$ cat src/rtl/seq_pkg.sv
// Shared definitions for the serial pattern generator and its companion detectors.
// Holds the FSM state encoding and the default pattern constants.
package seq_pkg;

  typedef enum logic [1:0] {
    IDLE = 2'd0,
    SEND = 2'd1,
    GAP  = 2'd2,
    FIN  = 2'd3
  } state_t;

  localparam logic [7:0] PAT_ONES8 = 8'hFF;
  localparam logic [7:0] PAT_B4    = 8'hB4;

endpackage

$ cat src/rtl/seq_pattern_gen_if.sv
// Control and serial-output bundle of the pattern generator.
// The master side requests bursts; the slave side (the generator) drives the serial line.
interface seq_pattern_gen_if #(
  parameter int RPT_W = 4
);

  logic             start;
  logic [RPT_W-1:0] rpt_n;
  logic             abort;
  logic             p;
  logic             p_valid;
  logic             last_bit;
  logic             busy;
  logic             done;

  modport master (
    output start, rpt_n, abort,
    input  p, p_valid, last_bit, busy, done
  );

  modport slave (
    input  start, rpt_n, abort,
    output p, p_valid, last_bit, busy, done
  );

endinterface

$ cat src/rtl/seq_shift_out.sv
// Loadable MSB-first shift register with a bit counter and a registered last-bit flag.
// Zeros shift in behind the pattern, so the serial output drops to 0 once the pattern has gone.
module seq_shift_out #(
  parameter int               PAT_W   = 8,
  parameter logic [PAT_W-1:0] PATTERN = '1
) (
  input  logic clk,
  input  logic rst,
  input  logic load,
  input  logic shift,
  input  logic clear,
  output logic bit_out,
  output logic last
);

  localparam int CNT_W = $clog2(PAT_W);

  logic [PAT_W-1:0] sreg_q, sreg_d;
  logic [CNT_W-1:0] bit_cnt_q, bit_cnt_d;
  logic             last_q, last_d;

  always_comb begin
    sreg_d    = sreg_q;
    bit_cnt_d = bit_cnt_q;
    last_d    = last_q;
    if (clear) begin
      sreg_d    = '0;
      bit_cnt_d = '0;
      last_d    = 1'b0;
    end else if (load) begin
      sreg_d    = PATTERN;
      bit_cnt_d = '0;
      last_d    = 1'b0;
    end else if (shift) begin
      sreg_d    = {sreg_q[PAT_W-2:0], 1'b0};
      bit_cnt_d = bit_cnt_q + CNT_W'(1);
      // Flag goes high together with the bit that is about to be presented last.
      last_d    = (bit_cnt_q == CNT_W'(PAT_W - 2));
    end
  end

  always_ff @(posedge clk or posedge rst) begin
    if (rst) begin
      sreg_q    <= '0;
      bit_cnt_q <= '0;
      last_q    <= 1'b0;
    end else begin
      sreg_q    <= sreg_d;
      bit_cnt_q <= bit_cnt_d;
      last_q    <= last_d;
    end
  end

  assign bit_out = sreg_q[PAT_W-1];
  assign last    = last_q;

endmodule

$ cat src/rtl/seq_pattern_gen.sv
// Serial pattern transmitter: sends PATTERN MSB first followed by a zero gap, repeated
// rpt_n times (0 = until aborted). All outputs come straight from flops.
module seq_pattern_gen
  import seq_pkg::*;
#(
  parameter int               PAT_W   = 8,
  parameter logic [PAT_W-1:0] PATTERN = PAT_ONES8,
  parameter int               GAP_W   = 2,
  parameter int               RPT_W   = 4
) (
  input logic              clk,
  input logic              rst,
  seq_pattern_gen_if.slave bus
);

  localparam int GAP_CW = (GAP_W > 1) ? $clog2(GAP_W) : 1;

  state_t            state_q, state_d;
  logic [GAP_CW-1:0] gap_cnt_q, gap_cnt_d;
  logic [RPT_W-1:0]  rpt_left_q, rpt_left_d;
  logic              abort_pend_q, abort_pend_d;
  logic              p_valid_q, p_valid_d;
  logic              busy_q, busy_d;
  logic              done_q, done_d;

  logic sh_load, sh_shift, sh_clear, sh_bit, sh_last;
  logic boundary;

  seq_shift_out #(
    .PAT_W   (PAT_W),
    .PATTERN (PATTERN)
  ) u_shift (
    .clk     (clk),
    .rst     (rst),
    .load    (sh_load),
    .shift   (sh_shift),
    .clear   (sh_clear),
    .bit_out (sh_bit),
    .last    (sh_last)
  );

  always_comb begin
    state_d      = state_q;
    gap_cnt_d    = gap_cnt_q;
    rpt_left_d   = rpt_left_q;
    p_valid_d    = p_valid_q;
    busy_d       = busy_q;
    done_d       = done_q;
    sh_load      = 1'b0;
    sh_shift     = 1'b0;
    sh_clear     = 1'b0;
    boundary     = 1'b0;
    abort_pend_d = abort_pend_q | (bus.abort && (state_q == SEND || state_q == GAP));

    case (state_q)
      IDLE: begin
        if (bus.start) begin
          state_d      = SEND;
          sh_load      = 1'b1;
          rpt_left_d   = bus.rpt_n;
          p_valid_d    = 1'b1;
          busy_d       = 1'b1;
          abort_pend_d = 1'b0;
        end
      end
      SEND: begin
        if (sh_last) begin
          if (GAP_W == 0) begin
            boundary = 1'b1;
          end else begin
            state_d   = GAP;
            sh_shift  = 1'b1;
            gap_cnt_d = '0;
          end
        end else begin
          sh_shift = 1'b1;
        end
      end
      GAP: begin
        if (gap_cnt_q == GAP_CW'(GAP_W - 1)) begin
          boundary = 1'b1;
        end else begin
          gap_cnt_d = gap_cnt_q + GAP_CW'(1);
        end
      end
      FIN: begin
        state_d      = IDLE;
        done_d       = 1'b0;
        busy_d       = 1'b0;
        abort_pend_d = 1'b0;
      end
      default: state_d = IDLE;
    endcase

    // A repeat count of 0 never decrements, so continuous mode only ends through abort.
    if (boundary) begin
      if (rpt_left_q != '0) begin
        rpt_left_d = rpt_left_q - RPT_W'(1);
      end
      if (abort_pend_d || rpt_left_q == RPT_W'(1)) begin
        state_d   = FIN;
        sh_clear  = 1'b1;
        p_valid_d = 1'b0;
        done_d    = 1'b1;
      end else begin
        state_d = SEND;
        sh_load = 1'b1;
      end
    end
  end

  always_ff @(posedge clk or posedge rst) begin
    if (rst) begin
      state_q      <= IDLE;
      gap_cnt_q    <= '0;
      rpt_left_q   <= '0;
      abort_pend_q <= 1'b0;
      p_valid_q    <= 1'b0;
      busy_q       <= 1'b0;
      done_q       <= 1'b0;
    end else begin
      state_q      <= state_d;
      gap_cnt_q    <= gap_cnt_d;
      rpt_left_q   <= rpt_left_d;
      abort_pend_q <= abort_pend_d;
      p_valid_q    <= p_valid_d;
      busy_q       <= busy_d;
      done_q       <= done_d;
    end
  end

  assign bus.p        = sh_bit;
  assign bus.last_bit = sh_last;
  assign bus.p_valid  = p_valid_q;
  assign bus.busy     = busy_q;
  assign bus.done     = done_q;

endmodule

$ cat src/flat_wrapper.sv
// flat-port wrapper written by rule: the top's interface ports become plain ports
module seq_pattern_gen_flat import seq_pkg::*;
#(
  parameter int               PAT_W   = 8,
  parameter logic [PAT_W-1:0] PATTERN = PAT_ONES8,
  parameter int               GAP_W   = 2,
  parameter int               RPT_W   = 4
)
  (clk, rst, bus_start, bus_rpt_n, bus_abort, bus_p, bus_p_valid, bus_last_bit, bus_busy, bus_done);
  seq_pattern_gen_if #(.RPT_W(RPT_W)) bus_i ();
  input logic clk;
  input logic rst;
  input wire logic [$bits(bus_i.start)-1:0] bus_start;
  input wire logic [$bits(bus_i.rpt_n)-1:0] bus_rpt_n;
  input wire logic [$bits(bus_i.abort)-1:0] bus_abort;
  output wire logic [$bits(bus_i.p)-1:0] bus_p;
  output wire logic [$bits(bus_i.p_valid)-1:0] bus_p_valid;
  output wire logic [$bits(bus_i.last_bit)-1:0] bus_last_bit;
  output wire logic [$bits(bus_i.busy)-1:0] bus_busy;
  output wire logic [$bits(bus_i.done)-1:0] bus_done;
  assign bus_i.start = bus_start;
  assign bus_i.rpt_n = bus_rpt_n;
  assign bus_i.abort = bus_abort;
  assign bus_p = bus_i.p;
  assign bus_p_valid = bus_i.p_valid;
  assign bus_last_bit = bus_i.last_bit;
  assign bus_busy = bus_i.busy;
  assign bus_done = bus_i.done;
  seq_pattern_gen #(.PAT_W(PAT_W), .PATTERN(PATTERN), .GAP_W(GAP_W), .RPT_W(RPT_W)) u_core (.clk(clk), .rst(rst), .bus(bus_i));
endmodule
$ cat config.mk
export PLATFORM = sky130hd
export DESIGN_NAME = seq_pattern_gen_flat
export DESIGN_NICKNAME = d
export VERILOG_FILES = /design/src/rtl/seq_pkg.sv /design/src/rtl/seq_pattern_gen_if.sv /design/src/rtl/seq_shift_out.sv /design/src/rtl/seq_pattern_gen.sv /design/src/flat_wrapper.sv
export SDC_FILE = /design/constraint.sdc
export NUM_CORES = 1
export LEC_CHECK = 0
export CORE_ASPECT_RATIO = 0.7
export CORE_MARGIN = 2
export CORE_UTILIZATION = 35
export DETAILED_ROUTE_END_ITERATION = 10
export GPL_TIMING_DRIVEN = 0
export PLACE_DENSITY = 0.51
export SYNTH_ARGS = -nofsm -noshare
export SYNTH_HDL_FRONTEND = slang
export SYNTH_HIERARCHICAL = 1
export SYNTH_SLANG_ARGS = --single-unit
$ cat constraint.sdc
create_clock -name clk -period 3.6 [get_ports clk]
set_input_delay 0.54 -clock clk [delete_from_list [all_inputs] [get_ports clk]]
set_output_delay 0.54 -clock clk [all_outputs]
set_load 0.05 [all_outputs]
==> metrics.csv <==
stage,metric,value,unit
run_status,status,"finished, final reports clean",
flow_run,maxcap violations,0,
setup_path,Critical Path AT,2.24,ns
drt,via/cell ratio,4.934,
timing,minimum clock period,2.120,ns
global_route,initial antenna violation count,0,
clock_network,Max clock buf depth,2,
setup_path,Worst R2R Setup Slack,1.48,ns
place,IO Port Bufs,11,
clock_network,CTS Sinks,23,
floorplan,die span in y,54.28,um
global_route,largest net degree at the start of global routing,13,
timing,fmax,471.8,MHz
finish,Final Net Count,150,
yosys,Syn Area/Cell,10.71,um2
yosys,synth unique cells,40,
timing,unrepaired setup endpoints after global routing,no,
worst_hold_path,hold endpoint,u_core/bus.done$_DFF_PP0_,
pwr,Cell Int Power,0.0007926,W
drt,DR iter-0 viols,64,
pwr,sw frac,42.72,%
floorplan,CORE AREA,0.003491,mm2
pwr,P_sw,0.0005911,W
pwr,combinational fraction of design power,54.7,%
clock_network,post-CTS sizing,0,
worst_hold_path,HP Class,register to register,
global_route,GRT Overall Usage,14.88,%
global_route,GRT overflow,0,
floorplan,Die W,75.82,um
setup_path,Setup CP Type,register to register,
setup_path,critical path endpoint category,register,
finish,area delta synth->final,17.23,%
pwr,Leakage,0.6460,nW
yosys,Syn Nets,134,
global_route,global-route wire length before repair,4.478,mm
timing,Tcrit/Tclk final,58.88,%
yosys,Yosys top cell area share,45.54,%
yosys,Synth area leaders,"dfrtp_1 (46%), ha_1 (7.9%), mux2i_1 (7.1%), a21oi_1 (3.6%), inv_1 (3.3%)",
finish,fin cells,183,
clock_network,H-tree depth,1,
floorplan,num rows,18,
global_route,vias in the first global route,906,
floorplan,Initial Utilization,36.20,%
clock_network,cts bufs inserted,3,
yosys,"Seq/Total Area, Yosys",45.54,%
place,Final GP Congestion,0.8166,
finish,ant diodes,0,
floorplan,Die ar.,0.004115,mm2
yosys,"Async S/R FF share, synth",100.0,%
clock_network,"Clk pin slew, worst setup/hold paths",0.08,ns
yosys,Synth Flop Type,dfrtp_1,
floorplan,Top-Level Pins,13,
setup_path,reg2reg end,u_core/u_shift/bit_cnt_q[0]$_DFFE_PP0P_,
timing,actual slew at the worst max-slew pin,0.4976,ns
clock_network,CTS Hold Buffers Added,0,
yosys,Synth Cell Area,0.001264,mm2
worst_hold_path,hold depth,1,
pwr,Clock Power Share,11.3,%
timing,clk_skew,0.01085,ns
drt,Post-route DRC,0,
clock_network,Skew-Pair Late Insertion Delay,0.26,ns
timing,Slew HR,66.72,%
finish,final core utilization,42.44,%
timing,Final Max Slew Viols,0,
timing,final setup fails,0,
finish,fillcell total,338,
setup_path,R2R depth,6,
clock_network,clock root buffer,clkbuf_8,
drt,Routed WL,2.515,mm
setup_path,RR Startpoint,u_core/state_q[0]$_DFFE_PP0P_,
yosys,Post-synth EDFFs,0,
yosys,"flops & latches, synth",23,
timing,final hold slack,0.4895,ns
worst_hold_path,Hold Path Origin,u_core/bus.done$_DFF_PP0_,
timing,setup TNS,0,ns
pwr,PwrDens,934.0,mW/mm2
setup_path,CP Launch Type,register,
yosys,synthesis warning total,6,
yosys,Synth Instances,118,
finish,layout cells sized above 1,9.774,%
timing,final hold violations,0,
finish,Finished Cell Area,0.001481,mm2
setup_path,WP data required,3.72,ns
place,placed cell count,179,
yosys,largest area contributor in the netlist,dfrtp_1,
clock_network,CTS tree,built,
pwr,Peak VDD IR,360.3,uV
drt,total number of vias,903,
clock_network,setup bufs post-CTS,0,
pwr,sequential share of power,34.0,%
setup_path,critical-path maximum fanout,10,
drt,drt wl/cell,13.74,um
place,DP Area,0.001436,mm2
drt,"antenna viol nets, final",0,
place,detailed placement HPWL,1.928,mm
drt,First-pass DRT Iterations,5,
[cells in the final DEF (no fill, tap or decap), types with 3 or more instances in the layout]
| cell | instances |
|---|---|
| nand3_1 | 4 |
| buf_6 | 3 |
| mux2i_1 | 9 |
| a21oi_1 | 9 |
| nor3_1 | 3 |
| clkbuf_8 | 3 |
| dfrtp_1 | 23 |
| o211ai_1 | 3 |
| clkdlybuf4s50_1 | 11 |
| nand2_1 | 4 |
| o21ai_0 | 3 |
| ha_1 | 8 |
| inv_1 | 11 |
[cells in the mapped netlist (2+ instances only)]
| master | count |
|---|---|
| o211ai_1 | 3 |
| a21oi_1 | 9 |
| dfrtp_1 | 23 |
| buf_6 | 3 |
| nor2b_1 | 2 |
| nand3_1 | 4 |
| o21ai_0 | 3 |
| a31oi_1 | 2 |
| mux2i_1 | 9 |
| nand2b_1 | 2 |
| nand3b_1 | 2 |
| nor2_1 | 2 |
| a211oi_1 | 2 |
| nand2_1 | 4 |
| ha_1 | 8 |
| or4_1 | 2 |
| o2111ai_1 | 2 |
| nand4_1 | 2 |
| inv_1 | 11 |
| nor3_1 | 3 |
[cell type report]
| type | instances | area, um2 | share of cell area, % |
|---|---|---|---|
| flip-flops and latches | 23 | 575.6 | 38.85 |
| repair buffers | 11 | 110.1 | 7.432 |
| plain buffers | 5 | 45.04 | 3.041 |
| multi-input cells | 79 | 601.8 | 40.63 |
| clock buffers | 4 | 45.04 | 3.041 |
| well taps | 50 | 62.56 | 4.223 |
| inverters | 11 | 41.29 | 2.787 |
[worst max-delay path by stage]
stage / slack (ns) / cells after the start / start / endpoint
after detailed placement: 1.29 / 5 / bus_abort / u_core/u_shift/bit_cnt_q[0]$_DFFE_PP0P_
after CTS: 1.48 / 6 / u_core/state_q[0]$_DFFE_PP0P_ / u_core/u_shift/bit_cnt_q[0]$_DFFE_PP0P_
final: 1.48 / 6 / u_core/state_q[0]$_DFFE_PP0P_ / u_core/u_shift/bit_cnt_q[0]$_DFFE_PP0P_
after floorplan: 1.86 / 6 / u_core/rpt_left_q[1]$_DFF_PP0_ / u_core/u_shift/bit_cnt_q[0]$_DFFE_PP0P_
after global placement: 1.32 / 5 / bus_abort / u_core/u_shift/bit_cnt_q[0]$_DFFE_PP0P_
after global routing: 1.34 / 6 / u_core/state_q[0]$_DFFE_PP0P_ / u_core/u_shift/bit_cnt_q[0]$_DFFE_PP0P_
[sequential cells by signal, indices dropped and copies added (netlist names)]
register	flops
u_core/u_shift/sreg_q	8
u_core/state_q	2
u_core/bus.p_valid	1
u_core/bus.done	1
u_core/u_shift/last	1
u_core/bus.busy	1
u_core/abort_pend_q	1
u_core/u_shift/bit_cnt_q	3
u_core/rpt_left_q	4
u_core/gap_cnt_q	1
[per-layer routing]
layer	vias to the layer above	GRT usage [%]	routed length [um]
met3	2	3.867	70
met2	12	18.97	964
li1	455	-	-
met1	434	23.99	1467
met5	-	0	0
met4	0	4.094	12
[metrics by stage]
| stage | setup slack (ns) | total power, W |
|---|---|---|
| 2_1_floorplan | 1.857 | 0.001042 |
| 3_3_place_gp | 1.316 | 0.001206 |
| 3_5_place_dp | 1.291 | 0.001231 |
| 4_1_cts | 1.476 | 0.001393 |
| 5_1_grt | 1.344 | 0.001511 |
| 6_report | 1.480 | 0.001384 |
[power by group through the flow]
stage               clock, W  sequential, W  combinational [W]
finish              0.000156       0.000471           0.000756
global route        0.000179       0.000485           0.000847
CTS                 0.000164       0.000469           0.000760
detailed placement         0       0.000474           0.000757
global placement           0       0.000468           0.000739
floorplan                  0       0.000522           0.000520
[critical path, stage by stage, from the launching register on]
cell	delay, ns
dfrtp_1	0.41
inv_1	0.08
ha_1	0.32
o21ai_0	0.14
a31oi_1	0.47
clkbuf_1	0.43
nor3_1	0.12
[logic make-up after synthesis]
logic type      synth area share (%)
compound gates                 16.53
fa+ha+maj                      7.921
xor+xnor                      0.6932
mux                            8.020
flops                          45.54
buf+inv                        6.831
simple gates                   14.46
No activity file was read; power rests on OpenSTA's default activity.
